<file path="config.mk">
export PLATFORM = sky130hd
export DESIGN_NAME = ddr3_odt_seq
export DESIGN_NICKNAME = d
export VERILOG_FILES = /design/src/rtl/ddr3_odt_seq.sv
export SDC_FILE = /design/constraint.sdc
export NUM_CORES = 1
export LEC_CHECK = 0
export BUFFER_PORTS_ARGS = -buffer_cell sky130_fd_sc_hd__buf_2
export CORE_ASPECT_RATIO = 0.75
export CORE_UTILIZATION = 44
export CTS_CLUSTER_DIAMETER = 30
export DETAILED_ROUTE_END_ITERATION = 10
export GPL_TIMING_DRIVEN = 0
export PLACE_DENSITY = 0.64
export RECOVER_POWER = 100
export SLEW_MARGIN = 5
export SYNTH_ARGS = -nofsm -noshare
export SYNTH_HDL_FRONTEND = slang
export SYNTH_SLANG_ARGS = --single-unit
</file>
<file path="constraint.sdc">
create_clock -name fab_clk_i -period 12.4 [get_ports fab_clk_i]
set_clock_uncertainty 0.1 [all_clocks]
set_input_delay 2.48 -clock fab_clk_i [delete_from_list [all_inputs] [get_ports fab_clk_i]]
set_output_delay 2.48 -clock fab_clk_i [all_outputs]
set_load 0.01 [all_outputs]
</file>
<file path="src/rtl/ddr3_odt_seq.sv">
// DDR3 write-ODT sequencer (4 DRAM slots per fabric cycle) plus per-rank IODELAY adjust engine.
// The adjust FSM is built only when DDR3_ODT_SEQ_DLY_STEP_EN is defined; otherwise requests are refused with an error.
module ddr3_odt_seq #(
    parameter int NUM_RANKS   = 2,
    parameter int MAX_ODT_LAT = 16,
    parameter int STEP_GAP    = 2,
    localparam int RANK_W     = (NUM_RANKS > 1) ? $clog2(NUM_RANKS) : 1
) (
    input  logic                   fab_clk_i,
    input  logic                   tx_sync_rst_i,
    input  logic [4:0]             cfg_odt_lat_i,
    input  logic [3:0]             cfg_odt_len_i,
    input  logic                   wr_cmd_valid_i,
    input  logic [1:0]             wr_cmd_slot_i,
    input  logic [NUM_RANKS-1:0]   wr_odt_mask_i,
    output logic [4*NUM_RANKS-1:0] tx_data_o,
    output logic [4*NUM_RANKS-1:0] oe_data_o,
    input  logic                   dl_req_i,
    input  logic [RANK_W-1:0]      dl_rank_i,
    input  logic                   dl_dir_i,
    input  logic                   dl_load_i,
    input  logic [7:0]             dl_steps_i,
    output logic                   dl_busy_o,
    output logic                   dl_done_o,
    output logic                   dl_err_o,
    output logic [NUM_RANKS-1:0]   delay_line_move_o,
    output logic [NUM_RANKS-1:0]   delay_line_direction_o,
    output logic [NUM_RANKS-1:0]   delay_line_load_o,
    input  logic [NUM_RANKS-1:0]   delay_line_out_of_range_i
);

    // Window reaches at most slot 3 + MAX_ODT_LAT + 15 past the current cycle's first slot.
    localparam int PEND_W = ((3 + MAX_ODT_LAT + 15) / 4 + 1) * 4;

    logic [PEND_W-1:0]      pend_q [NUM_RANKS];
    logic [PEND_W-1:0]      pend_d [NUM_RANKS];
    logic [PEND_W-1:0]      win;
    logic [PEND_W-1:0]      merged;
    logic [7:0]             lat_eff;
    logic [7:0]             win_lo;
    logic [7:0]             win_hi;
    logic [4*NUM_RANKS-1:0] tx_data_d;
    logic [4*NUM_RANKS-1:0] tx_data_q;
    logic [4*NUM_RANKS-1:0] oe_data_q;

    // NOTE: every variable assigned here gets a value before any conditional use, so no latch is inferred.
    always_comb begin
        win       = '0;
        merged    = '0;
        tx_data_d = '0;
        lat_eff   = (int'(cfg_odt_lat_i) > MAX_ODT_LAT) ? 8'(MAX_ODT_LAT) : {3'b000, cfg_odt_lat_i};
        win_lo    = {6'b0, wr_cmd_slot_i} + lat_eff;
        win_hi    = win_lo + {4'b0, cfg_odt_len_i};
        for (int i = 0; i < PEND_W; i++) begin
            win[i] = (8'(i) >= win_lo) && (8'(i) < win_hi);
        end
        for (int r = 0; r < NUM_RANKS; r++) begin
            merged             = pend_q[r] | ((wr_cmd_valid_i && wr_odt_mask_i[r]) ? win : '0);
            tx_data_d[4*r +: 4] = merged[3:0];
            pend_d[r]          = merged >> 4;
        end
    end

    // NOTE: the pending-window store is plain flops, so it is cleared by reset like any other state.
    always_ff @(posedge fab_clk_i) begin
        if (tx_sync_rst_i) begin
            for (int r = 0; r < NUM_RANKS; r++) begin
                pend_q[r] <= '0;
            end
            tx_data_q <= '0;
            oe_data_q <= '0;
        end else begin
            for (int r = 0; r < NUM_RANKS; r++) begin
                pend_q[r] <= pend_d[r];
            end
            tx_data_q <= tx_data_d;
            oe_data_q <= '1;
        end
    end

    assign tx_data_o = tx_data_q;
    assign oe_data_o = oe_data_q;

`ifdef DDR3_ODT_SEQ_DLY_STEP_EN

    typedef enum logic [2:0] {
        ST_IDLE,
        ST_LOAD,
        ST_MOVE,
        ST_GAP,
        ST_DONE
    } adj_state_e;

    adj_state_e           state_q;
    logic [NUM_RANKS-1:0] sel_q;
    logic [NUM_RANKS-1:0] req_sel;
    logic                 rank_ok;
    logic                 oor_hit;
    logic [7:0]           cnt_q;
    logic [7:0]           gap_q;
    logic                 err_pend_q;
    logic                 busy_q;
    logic                 done_q;
    logic                 err_q;
    logic [NUM_RANKS-1:0] move_q;
    logic [NUM_RANKS-1:0] load_q;
    logic [NUM_RANKS-1:0] dir_q;

    always_comb begin
        req_sel = '0;
        for (int r = 0; r < NUM_RANKS; r++) begin
            req_sel[r] = (int'(dl_rank_i) == r);
        end
        rank_ok = int'(dl_rank_i) < NUM_RANKS;
        oor_hit = |(delay_line_out_of_range_i & sel_q);
    end

    // Pulse outputs are registered decodes of the current state, so each appears one cycle after its state.
    // NOTE: sequential state uses non-blocking assignments only, so every read sees the pre-edge value.
    always_ff @(posedge fab_clk_i) begin
        if (tx_sync_rst_i) begin
            state_q    <= ST_IDLE;
            sel_q      <= '0;
            cnt_q      <= '0;
            gap_q      <= '0;
            err_pend_q <= 1'b0;
            busy_q     <= 1'b0;
            done_q     <= 1'b0;
            err_q      <= 1'b0;
            move_q     <= '0;
            load_q     <= '0;
            dir_q      <= '0;
        end else begin
            move_q <= '0;
            load_q <= '0;
            done_q <= 1'b0;
            err_q  <= 1'b0;
            case (state_q)
                ST_IDLE: begin
                    if (dl_req_i) begin
                        sel_q      <= req_sel;
                        cnt_q      <= dl_steps_i;
                        busy_q     <= 1'b1;
                        err_pend_q <= !rank_ok;
                        dir_q      <= dl_dir_i ? req_sel : '0;
                        if (!rank_ok)              state_q <= ST_DONE;
                        else if (dl_load_i)        state_q <= ST_LOAD;
                        else if (dl_steps_i == '0) state_q <= ST_DONE;
                        else                       state_q <= ST_MOVE;
                    end
                end
                ST_LOAD: begin
                    load_q  <= sel_q;
                    state_q <= (cnt_q == '0) ? ST_DONE : ST_MOVE;
                end
                ST_MOVE: begin
                    if (oor_hit) begin
                        err_pend_q <= 1'b1;
                        state_q    <= ST_DONE;
                    end else begin
                        move_q  <= sel_q;
                        cnt_q   <= cnt_q - 8'd1;
                        gap_q   <= 8'(STEP_GAP - 1);
                        state_q <= ST_GAP;
                    end
                end
                ST_GAP: begin
                    if (oor_hit) begin
                        err_pend_q <= 1'b1;
                        state_q    <= ST_DONE;
                    end else if (gap_q == '0) begin
                        state_q <= (cnt_q != '0) ? ST_MOVE : ST_DONE;
                    end else begin
                        gap_q <= gap_q - 8'd1;
                    end
                end
                ST_DONE: begin
                    done_q  <= 1'b1;
                    err_q   <= err_pend_q;
                    busy_q  <= 1'b0;
                    dir_q   <= '0;
                    state_q <= ST_IDLE;
                end
                default: state_q <= ST_IDLE;
            endcase
        end
    end

    assign dl_busy_o              = busy_q;
    assign dl_done_o              = done_q;
    assign dl_err_o               = err_q;
    assign delay_line_move_o      = move_q;
    assign delay_line_load_o      = load_q;
    assign delay_line_direction_o = dir_q;

`else

    logic        dl_done_q;
    logic        unused_adj;
    logic [31:0] unused_gap;

    // Without the adjust engine every request is answered immediately with an error.
    always_ff @(posedge fab_clk_i) begin
        if (tx_sync_rst_i) dl_done_q <= 1'b0;
        else               dl_done_q <= dl_req_i;
    end

    assign unused_adj             = ^{dl_rank_i, dl_dir_i, dl_load_i, dl_steps_i, delay_line_out_of_range_i};
    assign unused_gap             = 32'(STEP_GAP);
    assign dl_busy_o              = 1'b0;
    assign dl_done_o              = dl_done_q;
    assign dl_err_o               = dl_done_q;
    assign delay_line_move_o      = '0;
    assign delay_line_load_o      = '0;
    assign delay_line_direction_o = '0;

`endif

endmodule

</file>
Word level (Yosys, flattened, before mapping)
Memory sizes are Yosys's and may differ from the RTL's.
Cells that the tools add are included.
Cells by class
  $add $sub $neg: 2
  $lt $le $gt $ge: 73
  muxes and demuxes: 9
  bitwise logic cells: 4
  reductions and logical operators: 38
Operator list (number)
  $lt 5x7->1 const A: 16
  $ge 5x6->1 const A: 16
  $mux 36: 2
  $or 36x36->36: 2
  $mux 32: 2
  $lt 4x7->1 const A: 8
  $ge 4x6->1 const A: 8
  $logic_and 1x1->1: 38
  $lt 3x7->1 const A: 4
  $lt 6x7->1 const A: 4
  $ge 3x6->1 const A: 4
  $ge 6x6->1 const A: 4
  $lt 1x7->1 const A: 2
  $lt 2x7->1 const A: 2
  $ge 1x6->1 const A: 2
  $ge 2x6->1 const A: 2
  $mux 8: 1
  $add 6x4->7: 1
  $add 2x5->6: 1
  $gt 5x5->1 const B: 1
  $mux 5: 1
  $mux 1: 3
  $or 1x1->1: 2
Storage, ports and cells
  register bits after elaboration: 17
  memory bits (writable): 64
  input bits: 30
  output and inout bits: 25
  logic and storage cells: 130
  memories: 1
Memories
  pend_q: words 2, width 32, read ports 2, clocked after memory_dff 0, wr ports 2, RTL line 35  | logic [PEND_W-1:0] pend_q [NUM_RANKS];

Longest topological paths before layout
  word-level depth: 9
  depth in mapped cells: 16
  gate-level depth less buffers: 14

Worst setup path before layout
No wires, ideal clock.
  kind: input -> register
  from: input cfg_odt_lat_i[4]
  to: memory pend_q[0][28] (netlist name)
  setup time: 0.135 ns
  arrival: 5.414 ns
  data required time: 12.165 ns
  slack: 6.752 ns
  stages on the path: 16
  buffers on the path: 2
  cell sequence: inv_1 nand2_1 inv_1 ha_1 a21o_1 and3b_1 o21ai_0 buf_2 inv_1 ha_1 inv_1 nor3_2 nor2_2 buf_2 nor2_1 a21oi_1
RTL lines
  start, declared: RTL line 11  | input logic [4:0] cfg_odt_lat_i,
  end, declared: RTL line 35

Worst setup path after layout
  from: input cfg_odt_lat_i[4]
  to: register tx_data_q[6] (netlist: tx_data_o[6])
Between the ends
  cells in the longest elaborated chain, start to end: 8
  elaborated cells between the ends (all ways): 9
  classes of those cells: 2 x add/sub; 3 x order compare; 2 x mux; 1 x bitwise; 1 x reduce/logical
Ends and longest elaborated chain
  $gt 5x5->1: RTL line 51  | lat_eff = (int'(cfg_odt_lat_i) > MAX_ODT_LAT) ? 8'(MAX_ODT_LAT) : {3'b000, cfg_odt_lat_i};
  $mux 5 (*): RTL line 51
  $add 2x5->6 (*): RTL line 52  | win_lo = {6'b0, wr_cmd_slot_i} + lat_eff;
  $add 6x4->7: RTL line 53  | win_hi = win_lo + {4'b0, cfg_odt_len_i};
  $lt 2x7->1: RTL line 55  | win[i] = (8'(i) >= win_lo) && (8'(i) < win_hi);
  $logic_and 1x1->1 (*): RTL line 55
  $mux 36 (*): RTL line 58  | merged = pend_q[r] | ((wr_cmd_valid_i && wr_odt_mask_i[r]) ? win : '0);
  $or 36x36->36 (*): RTL line 58
  end signal, assigned: RTL line 76  | tx_data_q <= tx_data_d;
  end, declared: RTL line 43  | logic [4*NUM_RANKS-1:0] tx_data_q;
Every way passes the cells marked *; elsewhere a longest branch is shown, timed or not.
A chain may end at the register's enable or synchronous reset.

==> results.yml <==
floorplanning:
  die_width_um: 103
  rows: 27
  chipHeight_um: 78.1
  start_util: 0.459
  core_area_um2: 7400
  die_area_um2: 8070
  design.portCount: 55
global_routing:
  pin_count_of_the_biggest_net_entering_global_routing: 13
  groute.layer.met3.usage: 0.0508
  antenna_found_initial: 0
  met2_routing_resource_usage_after_global_routing: 0.357
  gr-total-overflow: 0
  grt.busiest_layer: "met1"
  grt_use_met1: 0.368
  global_route.usage.total: 0.247
  via_count_of_the_first_global_routing_pass: 2798
  grt_first_pass_wirelength_um: 14800
cts:
  cts.clk_slew.worst_paths_ns: 0.08
  clockBufferDepth: 2
  worstSkewPairLatency_ns: 0.34
  postCtsHoldBufs: 0
  cts_tree: "built"
  cts_root_buf: "sky130_fd_sc_hd__clkbuf_8"
  cts-resized-gates: 0
  cts_setup_buffers: 0
  tritoncts_num_sinks: 74
  cts_buffers: 9
  h-tree-depth: 3
synth:
  synth_top_area_share: 0.437
  synth_top_cells_by_count: "sky130_fd_sc_hd__dfxtp_1 (74), sky130_fd_sc_hd__inv_1 (36), sky130_fd_sc_hd__o2bb2ai_1 (36)"
  synthDistinctLibCells: 48
  synthDominantAreaCellType: "sky130_fd_sc_hd__dfxtp_1"
  syn_inst: 361
  yosysMostFrequentCell: "sky130_fd_sc_hd__dfxtp_1"
  synth_area_per_cell_um2: 9.40
  ys_seq_area_frac: 0.437
  number_of_flops_mapped_to_enable_cells_by_yosys: 0
  synth_top_cells_by_area: "sky130_fd_sc_hd__dfxtp_1 (44%), sky130_fd_sc_hd__o2bb2ai_1 (9.3%), sky130_fd_sc_hd__o32ai_1 (6.5%), sky130_fd_sc_hd__inv_1 (4.0%), sky130_fd_sc_hd__buf_4 (3.3%)"
  synth_warnings: 0
  asyncSetResetFlopFracSynth: 0
  synth_flop_cell: "sky130_fd_sc_hd__dfxtp_1"
  post_synth_instance_area_um2: 3390
  ys_ff_latch: 74
routing:
  drt_pass1_iterations: 5
  drt_first_iter_violations: 299
  num_vias: 3007
  routed_via_density: 5.83
  wl_per_cell_um: 18.1
  wirelength_um: 9320
  drt_drc_violations_left: 0
  route.antenna.remaining_nets: 0
cells_and_area:
  finish.net_count: 450
  post-route-util: 0.517
  area.growth.synth_to_final_pct: 12.6
  final_layout_size_suffix_gt1_frac: 0.133
  insertedDiodeCount: 0
power:
  switching_power_of_the_nets_uw: 181
  pwr-share-clk: 0.315
  p_leak_uw: 0.00143
  power.density_cell_area_nw_per_um2: 149
  internal-power_uw: 386
  vdd_ir_drop_max_v: 0.0000871
  switching_share: 0.319
  seqPwrFrac: 0.452
  comb_power_share: 0.233
status:
  run_status: "finished clean"
timing:
  max_freq_mhz: 138
  layout_min_cycle_time_ns: 7.24
  finalSetupViolCount: 0
  worstMarginPinSlew_ns: 0.777
  final.setup.tns_ns: 0
  worst_slew_margin_rel: 0.480
  unrepaired_setup_endpoints_after_global_routing: "no"
  final_min_period_over_clock_period: 0.584
  hold_violations: 0
  maxSlewViolCount: 0
worst_hold_path:
  hold_class: "register to register"
setup_path:
  cp.arrival_ns: 7.35
  required_ns: 12.51
  critical_path.endpoint_type: "register"
  critPathLaunchType: "input port"
  crit_path_max_fanout: 10
  crit_type: "input port to register"
flow_run:
  maxCapViolations: 0
place:
  gp_congestion: 0.933
  io_buffers: 33
  dpl.hpwl_um: 7030
final timing paths:
path / from / endpoint / slack [ns] / cells past startpoint
setup / recovery: cfg_odt_lat_i[4] / tx_data_o[6] / 5.16 / 17
hold / removal: pend_q[0][5] / pend_q[0][1] / 0.33 / 1
setup reg to reg: pend_q[0][47] / pend_q[0][43] / 11.70 / 1
hold reg to reg: pend_q[0][5] / pend_q[0][1] / 0.33 / 1
logic make-up (layout without fill, tap and decap cells):
kind of cell    after synthesis  in the layout  synth area share
mux                           1              1           0.00332
other cells                   1              7           0.00111
compound gates              117            117             0.281
flops                        74             74             0.437
buf+inv                      69            117            0.0966
fa+ha+maj                     9              9            0.0376
xor+xnor                      3              3           0.00774
simple gates                 87             87             0.136
power by group through the flow:
stage	Sequential [uW]	Clock, uW	Combinational, uW
finish	257	179	132
global route	258	193	145
CTS	257	181	135
detailed placement	262	0	134
global placement	262	0	133
floorplan	262	0	94.9
metrics by stage:
stage,cell area (um^2),setup WS [ns],total power (uW),cells,hold slack [ns]
after floorplan,3420,6.75,357,367,0.310
after global placement,3710,5.65,395,501,0.315
after global routing,3820,4.67,595,516,0.353
final,3820,5.16,568,516,0.329
after detailed placement,3710,5.68,396,501,0.316
after CTS,3890,6.05,572,516,0.333
registers in the layout, summed over array words and instances (netlist names):
name / count
tx_data_o: 8
pend_q: 64
oe_data_o: 1
dl_done_o: 1
cell type report:
cell class              count  area [um^2]
inverters                  36          135
repair buffers             33          150
multi-input cells         224         1560
clock inverters             4         53.8
fillers                   704         3580
well taps                 101          126
flip-flops and latches     74         1480
clock buffers              11          131
plain buffers              33          189
cell usage in the layout (no fill, tap or decap), types with 3 or more instances in the layout:
| cell | synthesis | final |
|---|---|---|
| sky130_fd_sc_hd__buf_4 | 15 | 8 |
| sky130_fd_sc_hd__nand2b_1 | 3 | 3 |
| sky130_fd_sc_hd__clkbuf_8 | 0 | 9 |
| sky130_fd_sc_hd__o41ai_1 | 0 | 5 |
| sky130_fd_sc_hd__o32ai_1 | 25 | 25 |
| sky130_fd_sc_hd__a21oi_1 | 13 | 13 |
| sky130_fd_sc_hd__nand2_1 | 16 | 16 |
| sky130_fd_sc_hd__nor2_1 | 16 | 17 |
| sky130_fd_sc_hd__nand3_1 | 7 | 7 |
| sky130_fd_sc_hd__o2bb2ai_1 | 36 | 36 |
| sky130_fd_sc_hd__o211ai_1 | 7 | 7 |
| sky130_fd_sc_hd__nor3_1 | 11 | 12 |
| sky130_fd_sc_hd__and2_1 | 3 | 3 |
| sky130_fd_sc_hd__nor4_1 | 9 | 10 |
| sky130_fd_sc_hd__clkbuf_4 | 0 | 7 |
| sky130_fd_sc_hd__o22ai_1 | 3 | 3 |
| sky130_fd_sc_hd__buf_2 | 4 | 22 |
| sky130_fd_sc_hd__clkbuf_1 | 12 | 29 |
| sky130_fd_sc_hd__o21ai_0 | 11 | 11 |
| sky130_fd_sc_hd__nor2b_1 | 7 | 7 |
| sky130_fd_sc_hd__and3_1 | 4 | 4 |
| sky130_fd_sc_hd__inv_1 | 36 | 36 |
| sky130_fd_sc_hd__conb_1 | 1 | 7 |
| sky130_fd_sc_hd__ha_1 | 7 | 7 |
| sky130_fd_sc_hd__dfxtp_1 | 74 | 74 |
| sky130_fd_sc_hd__o31ai_1 | 4 | 4 |
routing by layer:
layer,routed length [um],up-vias,share of wire
met1,4490,1409,0.48
met3,807,11,0.087
met2,3910,167,0.42
met4,104,0,0.011
met5,0,-,0
li1,-,1420,-
worst max-delay path, stage by stage:
cell and delay (ns):
sky130_fd_sc_hd__clkbuf_1 0.26, sky130_fd_sc_hd__inv_1 0.20, sky130_fd_sc_hd__nand2_1 0.15, sky130_fd_sc_hd__inv_1 0.06, sky130_fd_sc_hd__ha_1 0.26, sky130_fd_sc_hd__a21o_1 0.19
sky130_fd_sc_hd__and3b_1 0.16, sky130_fd_sc_hd__o21ai_0 0.56, sky130_fd_sc_hd__clkbuf_1 0.46, sky130_fd_sc_hd__inv_1 0.13, sky130_fd_sc_hd__ha_1 0.39, sky130_fd_sc_hd__inv_1 0.11
sky130_fd_sc_hd__nor3_1 0.56, sky130_fd_sc_hd__nor2_1 0.27, sky130_fd_sc_hd__clkbuf_1 0.32, sky130_fd_sc_hd__o41ai_1 0.67, sky130_fd_sc_hd__o2bb2ai_1 0.10
Power figures use the tool's default switching activity.
